==> src/rtl/bus_arbiter_if.sv <==
// +------------------------------------------------------------------+
// | bus_arbiter_if : request/data/grant bundle for bus_arbiter       |
// | Rev 1.0                                                          |
// +------------------------------------------------------------------+
`default_nettype none

interface bus_arbiter_if #(
  parameter int WIDTH = 32,
  parameter int NSRC  = 24
);
  logic [NSRC-1:0]       src_en;
  logic [NSRC*WIDTH-1:0] src_data;
  logic [WIDTH-1:0]      bus_out;
  logic                  bus_valid;
  logic [NSRC-1:0]       grant;
  logic                  contention;
  logic                  contention_err;
  logic [7:0]            contention_cnt;

  modport master (
    output src_en, src_data,
    input  bus_out, bus_valid, grant, contention, contention_err, contention_cnt
  );

  modport slave (
    input  src_en, src_data,
    output bus_out, bus_valid, grant, contention, contention_err, contention_cnt
  );
endinterface

`default_nettype wire

==> src/rtl/bus_arbiter.sv <==
// +------------------------------------------------------------------+
// | bus_arbiter : fixed-priority / round-robin bus mux with keeper;  |
// | contention monitor compiled in by BUS_ARBITER_CONTENTION_EN.     |
// | Rev 1.0                                                          |
// +------------------------------------------------------------------+
`default_nettype none

module bus_arbiter #(
  parameter int WIDTH = 32,
  parameter int NSRC  = 24,
  parameter int MODE  = 0
) (
  input  logic          clock,
  input  logic          clear,
  bus_arbiter_if.slave  bus
);

  localparam int IDX_W = $clog2(NSRC);

  logic [WIDTH-1:0] bus_out_q, bus_out_d;
  logic             bus_valid_q, bus_valid_d;
  logic [NSRC-1:0]  grant_q, grant_d;
  logic [IDX_W-1:0] rr_ptr_q, rr_ptr_d;

  logic [IDX_W-1:0] lo_idx, hi_idx, win_idx;
  logic             hi_found;
  logic             any_req;
  logic [NSRC-1:0]  win_onehot;
  logic [WIDTH-1:0] win_data;

  // Descending scan: the last hit is the lowest index overall (lo) and
  // the lowest index at or above the round-robin pointer (hi).
  always_comb begin
    lo_idx   = '0;
    hi_idx   = '0;
    hi_found = 1'b0;
    for (int i = NSRC - 1; i >= 0; i--) begin
      if (bus.src_en[i]) begin
        lo_idx = IDX_W'(i);
        if (IDX_W'(i) >= rr_ptr_q) begin
          hi_idx   = IDX_W'(i);
          hi_found = 1'b1;
        end
      end
    end
  end

  always_comb begin
    any_req    = |bus.src_en;
    win_idx    = (MODE == 1 && hi_found) ? hi_idx : lo_idx;
    win_onehot = any_req ? (NSRC'(1) << win_idx) : '0;
    win_data   = '0;
    for (int i = 0; i < NSRC; i++) begin
      if (win_onehot[i]) begin
        win_data = bus.src_data[i*WIDTH +: WIDTH];
      end
    end
  end

  always_comb begin
    bus_out_d   = any_req ? win_data : bus_out_q;
    bus_valid_d = any_req;
    grant_d     = win_onehot;
    rr_ptr_d    = rr_ptr_q;
    if (any_req) begin
      rr_ptr_d = (win_idx == IDX_W'(NSRC - 1)) ? '0 : win_idx + IDX_W'(1);
    end
  end

  always_ff @(posedge clock) begin
    if (!clear) begin
      bus_out_q   <= '0;
      bus_valid_q <= 1'b0;
      grant_q     <= '0;
      rr_ptr_q    <= '0;
    end else begin
      bus_out_q   <= bus_out_d;
      bus_valid_q <= bus_valid_d;
      grant_q     <= grant_d;
      rr_ptr_q    <= rr_ptr_d;
    end
  end

  assign bus.bus_out   = bus_out_q;
  assign bus.bus_valid = bus_valid_q;
  assign bus.grant     = grant_q;

`ifdef BUS_ARBITER_CONTENTION_EN
  logic       contention_q, contention_d;
  logic       contention_err_q, contention_err_d;
  logic [7:0] contention_cnt_q, contention_cnt_d;
  logic       multi_req;

  // x & (x-1) clears the lowest set bit; anything left means two or more.
  always_comb begin
    multi_req        = |(bus.src_en & (bus.src_en - NSRC'(1)));
    contention_d     = multi_req;
    contention_err_d = contention_err_q | multi_req;
    contention_cnt_d = contention_cnt_q;
    if (multi_req && contention_cnt_q != 8'hFF) begin
      contention_cnt_d = contention_cnt_q + 8'd1;
    end
  end

  always_ff @(posedge clock) begin
    if (!clear) begin
      contention_q     <= 1'b0;
      contention_err_q <= 1'b0;
      contention_cnt_q <= 8'd0;
    end else begin
      contention_q     <= contention_d;
      contention_err_q <= contention_err_d;
      contention_cnt_q <= contention_cnt_d;
    end
  end

  assign bus.contention     = contention_q;
  assign bus.contention_err = contention_err_q;
  assign bus.contention_cnt = contention_cnt_q;
`else
  assign bus.contention     = 1'b0;
  assign bus.contention_err = 1'b0;
  assign bus.contention_cnt = 8'd0;
`endif

endmodule

`default_nettype wire

==> src/flat_wrapper.sv <==
// flat-port wrapper written by rule: the top's interface ports become plain ports
module bus_arbiter_flat 
#(
  parameter int WIDTH = 32,
  parameter int NSRC  = 24,
  parameter int MODE  = 0
)
  (clock, clear, bus_src_en, bus_src_data, bus_bus_out, bus_bus_valid, bus_grant, bus_contention, bus_contention_err, bus_contention_cnt);
  bus_arbiter_if #(.WIDTH(WIDTH), .NSRC(NSRC)) bus_i ();
  input  logic clock;
  input  logic clear;
  input wire logic [$bits(bus_i.src_en)-1:0] bus_src_en;
  input wire logic [$bits(bus_i.src_data)-1:0] bus_src_data;
  output wire logic [$bits(bus_i.bus_out)-1:0] bus_bus_out;
  output wire logic [$bits(bus_i.bus_valid)-1:0] bus_bus_valid;
  output wire logic [$bits(bus_i.grant)-1:0] bus_grant;
  output wire logic [$bits(bus_i.contention)-1:0] bus_contention;
  output wire logic [$bits(bus_i.contention_err)-1:0] bus_contention_err;
  output wire logic [$bits(bus_i.contention_cnt)-1:0] bus_contention_cnt;
  assign bus_i.src_en = bus_src_en;
  assign bus_i.src_data = bus_src_data;
  assign bus_bus_out = bus_i.bus_out;
  assign bus_bus_valid = bus_i.bus_valid;
  assign bus_grant = bus_i.grant;
  assign bus_contention = bus_i.contention;
  assign bus_contention_err = bus_i.contention_err;
  assign bus_contention_cnt = bus_i.contention_cnt;
  bus_arbiter #(.WIDTH(WIDTH), .NSRC(NSRC), .MODE(MODE)) u_core (.clock(clock), .clear(clear), .bus(bus_i));
endmodule
==> config.mk <==
export PLATFORM = sky130hd
export DESIGN_NAME = bus_arbiter_flat
export DESIGN_NICKNAME = d
export VERILOG_FILES = /design/src/rtl/bus_arbiter_if.sv /design/src/rtl/bus_arbiter.sv /design/src/flat_wrapper.sv
export SDC_FILE = /design/constraint.sdc
export NUM_CORES = 1
export LEC_CHECK = 0
export ABC_AREA = 1
export BUFFER_PORTS_ARGS = -buffer_cell sky130_fd_sc_hd__buf_4
export CAP_MARGIN = 25
export CORE_AREA = 2 2 337 339
export CTS_CLUSTER_SIZE = 16
export DETAILED_ROUTE_END_ITERATION = 16
export DIE_AREA = 0 0 339 341
export PLACE_DENSITY_LB_ADDON = 0.1
export SYNTH_ARGS = -nofsm -noshare
export SYNTH_HDL_FRONTEND = slang
export SYNTH_SLANG_ARGS = --single-unit
==> constraint.sdc <==
create_clock -name clock -period 4.12 [get_ports clock]
set_input_delay 0.824 -clock clock [delete_from_list [all_inputs] [get_ports clock]]
set_output_delay 0.824 -clock clock [all_outputs]
set_load 0.01 [all_outputs]
# Yosys cells after proc, flatten, opt, wreduce, memory -nomap -nowiden
# Cells that the tools add are included.
[totals]
ff_bits = 57
out_inout_bits = 67
wordCells = 54
[op_classes]
n_shift = 1
mux = 49
reduce_logical = 1
[ops]
columns = ["op", "count"]
rows = [
  ["$mux W32", 24],
  ["$mux W5", 24],
  ["$mux W24", 1],
  ["$reduce_or A24 Y1", 1],
  ["$shl A1 B5 Y24 const A", 1],
]

# Logic depth before layout (Yosys ltp)
[logic_depth]
depth_word = 50
ltp_mapped = 41
depth_no_buf = 40

# Worst setup path before layout
# Ideal clock, no wire load.
[synth_timing]
path_kind = "input to register"
from = "input bus_src_en[22]"
to = "register u_core.bus_out_q[25], in the netlist u_core.bus.bus_out[25]"
setup_time_ns = 0.112
t_arrival_ns = 3.178
t_required_ns = 4.008
setup_slack_ns = 0.830
cell_stages = 41
cell_sequence = "inv_1 > nand2_1 > nand2_1 > nand2_1 > nand2_1 > nand2_1 > nand2_1 > nand2_1 > nand2_1 > nand2_1 > nand2_1 > nand2_1 > nand2_1 > nand2_1 > nand2_1 > nand2_1 > nand2_1 > nand2_1 > [5 not listed] > nand2_1 > nand2_1 > nor2_2 > nand2_4 > buf_6 > nor2_1 > nor2_1 > nand4_1 > nor2_1 > nand3_1 > nor2_1 > nand4_1 > nor2_1 > nand4_1 > nor2_1 > nand4_1 > nand2_1 > nand2_1"
[synth_via]
elab_chain_cells = 49
word_cells_on_any_way = 50
cone_classes = "1 x shift; 48 x mux; 1 x reduce/logical"
[synth_lines]
columns = ["element", "line", "text"]
rows = [
  ["from (decl)", "flat_wrapper.sv:12", "input wire logic [$bits(bus_i.src_en)-1:0] bus_src_en;"],
  ["$mux W5 (23 in series)", "bus_arbiter.sv:38", "if (bus.src_en[i]) begin"],
  ["$shl A1 B5 Y24", "bus_arbiter.sv:51", "win_onehot = any_req ? (NSRC'(1) << win_idx) : '0;"],
  ["$mux W24", "bus_arbiter.sv:51", ""],
  ["$mux W32 (24 in series)", "bus_arbiter.sv:54", "if (win_onehot[i]) begin"],
  ["to (signal assigned)", "bus_arbiter.sv:77", "bus_out_q <= bus_out_d;"],
  ["to (decl)", "bus_arbiter.sv:20", "logic [WIDTH-1:0] bus_out_q, bus_out_d;"],
]
# Parallel ways exist; a longest one is shown, timed or not.
# A chain may end at the register's enable or synchronous reset.

# Worst setup path in the final report
[layout_timing]
from = "input bus_src_en[22]"
to = "register u_core.bus_out_q[7], in the netlist u_core.bus.bus_out[7]"
# Same word-level chain as after synthesis.

==> impl_results.md <==
* WL per Instance at 23.7 um
* Tot Pwr at 3.11 mW
* Yosys cell types at 34
* Sequential share of the synthesized area at 13.7%
* PortBufs at 850
* FF-to-FF Start: u_core.bus.bus_out[31]
* GRT Residual Overflow at 0
* Worst R2R Setup Slack at 3.41 ns
* Vias per Instance at 3.51
* Avg Inst Size Synth at 4.81 um^2
* Design area at 19,800 um^2
* Die area at 116,000 um^2
* CP max FO at 3
* Setup crit end kind: register
* Post-DP HPWL at 89,700 um
* Share of flip-flops with an asynchronous set or reset at 0%
* Post-route ant nets at 0
* Max-cap violations at 0
* CTS root buffer: clkbuf_16
* Initial antenna violation count at 27
* Setup WS post-layout at -0.302 ns
* Top delay family on crit path: simple AND/OR/NAND/NOR gates
* CP Buf/Inv Count at 10
* Clock transition at path regs at 0.07 ns
* Data required, critical path at 4.40 ns
* Largest buffer count on any clock path at 2
* Tmin final at 4.42 ns
* Drt first-iter violations at 686
* Seq cells post-synth at 57
* Critical path class: primary input to register
* Die X at 339 um
* H-tree levels at 3
* WL final at 101,000 um
* RSZ-0062 raised after global routing: true
* Clock sinks at 57
* Hold Crit Class: register to register
* Most frequent CP cell: nand2_1
* DP Area at 18,200 um^2
* Post-synth EDFFs at 0
* Row count at 123
* First-pass GRT wire length at 133,000 um
* Synth Cell Area at 8330 um^2
* Final Skew at 0 ns
* Pleak at 9.70 nW
* CP endpoint: u_core.bus.bus_out[7]
* Largest net degree at the start of global routing at 34
* DRT Pass-1 Iters at 5
* Final net count at 3,541
* Worst-skew pair later-pin latency at 0.37 ns
* Top FF cell, synth: dfxtp_1
* Die Span Y at 341 um
* Worst R2R End: u_core.bus.bus_out[31]
* Synth warn at 0
* CTS tree: built
* All-Layer GR Usage at 16.8%
* Initial Util at 7.45%
* Area growth syn-to-layout at 138%
* Max Slew Vio Count at 0
* Cts bufs inserted at 9
* Path length in cells of the critical path at 49
* Worst path arrival time at 4.70 ns
* Startpoint Class: primary input
* Setup TNS at -2.02 ns
* Most frequent cells in the layout: buf_4 (1,004), nand2_1 (603), nor2_1 (282)
* F_max at 0.226 GHz
* Slew @ Worst Pin at 0.850 ns
* Rel. slew slack at 43.3%
* CP max-delay cell: buf_4
* Vias in the first global route at 16.2k
* Worst R2R Path Depth at 2
* PD cells at 157 nW/um^2
* Core area at 112,000 um^2
* VDD IR max at 0.180 mV
* Commonest non-fill, non-tap cell in the layout: buf_4
* Failing checks: setup timing
* Tcrit/Tclk final at 107%
* Crit path launch: bus_src_en[22]
* Final hold violation count at 0
* RD Place Congestion at 0.834
* Status: finished with violations
* Residual DRC at 0
* # setup viols final at 21
* Critical path's largest stage delay at 0.19 ns
* Finished Core Util at 17.7%
* Io pins at 861
* Fraction of layout cells with a size suffix above 1 at 47.7%
* Post-Synthesis Cells at 1,732
* Via Count at 15.0k
## routing by layer
| metal | vias to the layer above | part of all wire [%] | GRT usage [%] |
|---|---|---|---|
| li1 | 7471 | - | - |
| met2 | 567 | 54 | 32.6 |
| met3 | 66 | 6.3 | 4.07 |
| met1 | 6863 | 38 | 18.1 |
| met5 | - | 0.075 | 0 |
| met4 | 12 | 1.7 | 3.74 |
## registers in the layout, indices dropped and copies added, names as in the netlist
signal / cells
u_core.bus.bus_valid: 1
u_core.bus.grant: 24
u_core.bus.bus_out: 32
## repair_timing
item,4_1_cts,5_1_grt
pin swaps,107,164
hold buffers,0,0
buffers inserted,23,14
gates resized for setup,166,107
hold endpoints to repair,0,0
gates cloned,1,0
endpoints found under the setup margin,26,32
## final cells by class
| type | count | area (um^2) |
|---|---|---|
| Fill cell | 13300 | 92100 |
| Timing Repair Buffer | 1092 | 8820 |
| Multi-Input combinational cell | 1385 | 6870 |
| Tap cell | 1500 | 1880 |
| Sequential cell | 57 | 1140 |
| Inverter | 202 | 758 |
| Clock buffer | 12 | 267 |
| Clock inverter | 4 | 73.8 |
| Antenna cell | 10 | 25.0 |
## kinds of logic (layout without fill, tap and decap cells)
group | Yosys count | after routing | synth area share [%]
other | 1 | 20 | 0.0450
flip-flops | 57 | 57 | 13.7
buffers and inverters | 299 | 1310 | 14.7
AND/OR/NAND/NOR | 1323 | 1323 | 68.1
AO/OA/AOI/OAI | 52 | 52 | 3.50
## worst min-delay path, cell delays in order, from the launching register on
cell     delay (ns)
dfxtp_1        0.31
nand2_1        0.06
nand2_1        0.05
## Yosys cell counts (3+ instances only)
library cell  count  area share, %
buf_2            16           0.96
buf_6             5           0.68
inv_2            11           0.50
clkbuf_1         60            2.7
nor2_2            5           0.38
nor3_1           24            1.4
buf_4            11           0.99
inv_1           190            8.6
buf_1             5           0.23
or2_2             7           0.53
nand3_2           3           0.36
a21oi_1          43            2.6
o21ai_1           3           0.18
nand2_4           3           0.41
nand2_1         613             28
nand4_1         169             13
nor2_1          392             18
nand3_1          94            5.6
dfxtp_1          57             14
nand2_2           4           0.30
## power by group
group | internal (mW) | switching (mW)
sequential | 0.580 | 0.0192
clock | 0.581 | 0.376
combinational | 0.831 | 0.721
## per-stage QoR
step	std cells	worst slack (ns)	hold slack [ns]
global route	4259	-0.574	0.476
finish	4262	-0.302	0.458
CTS	4243	-0.339	0.457
floorplan	1741	0.830	0.476
global placement	4206	-1.22	0.445
detailed placement	4206	-1.22	0.443
## how the worst min path moves through the flow
| stage | slack, ns | end | start | cells after the start |
|---|---|---|---|---|
| 2_1_floorplan | 0.48 | u_core.bus.bus_out[0] | u_core.bus.bus_out[0] | 2 |
| 3_3_place_gp | 0.44 | u_core.bus.bus_out[3] | u_core.bus.bus_out[3] | 2 |
| 3_5_place_dp | 0.44 | u_core.bus.bus_out[26] | u_core.bus.bus_out[26] | 2 |
| 4_1_cts | 0.46 | u_core.bus.bus_out[26] | u_core.bus.bus_out[26] | 2 |
| 5_1_grt | 0.48 | u_core.bus.bus_out[6] | u_core.bus.bus_out[6] | 2 |
| 6_report | 0.46 | u_core.bus.bus_out[3] | u_core.bus.bus_out[3] | 2 |
Power figures use the tool's default switching activity.
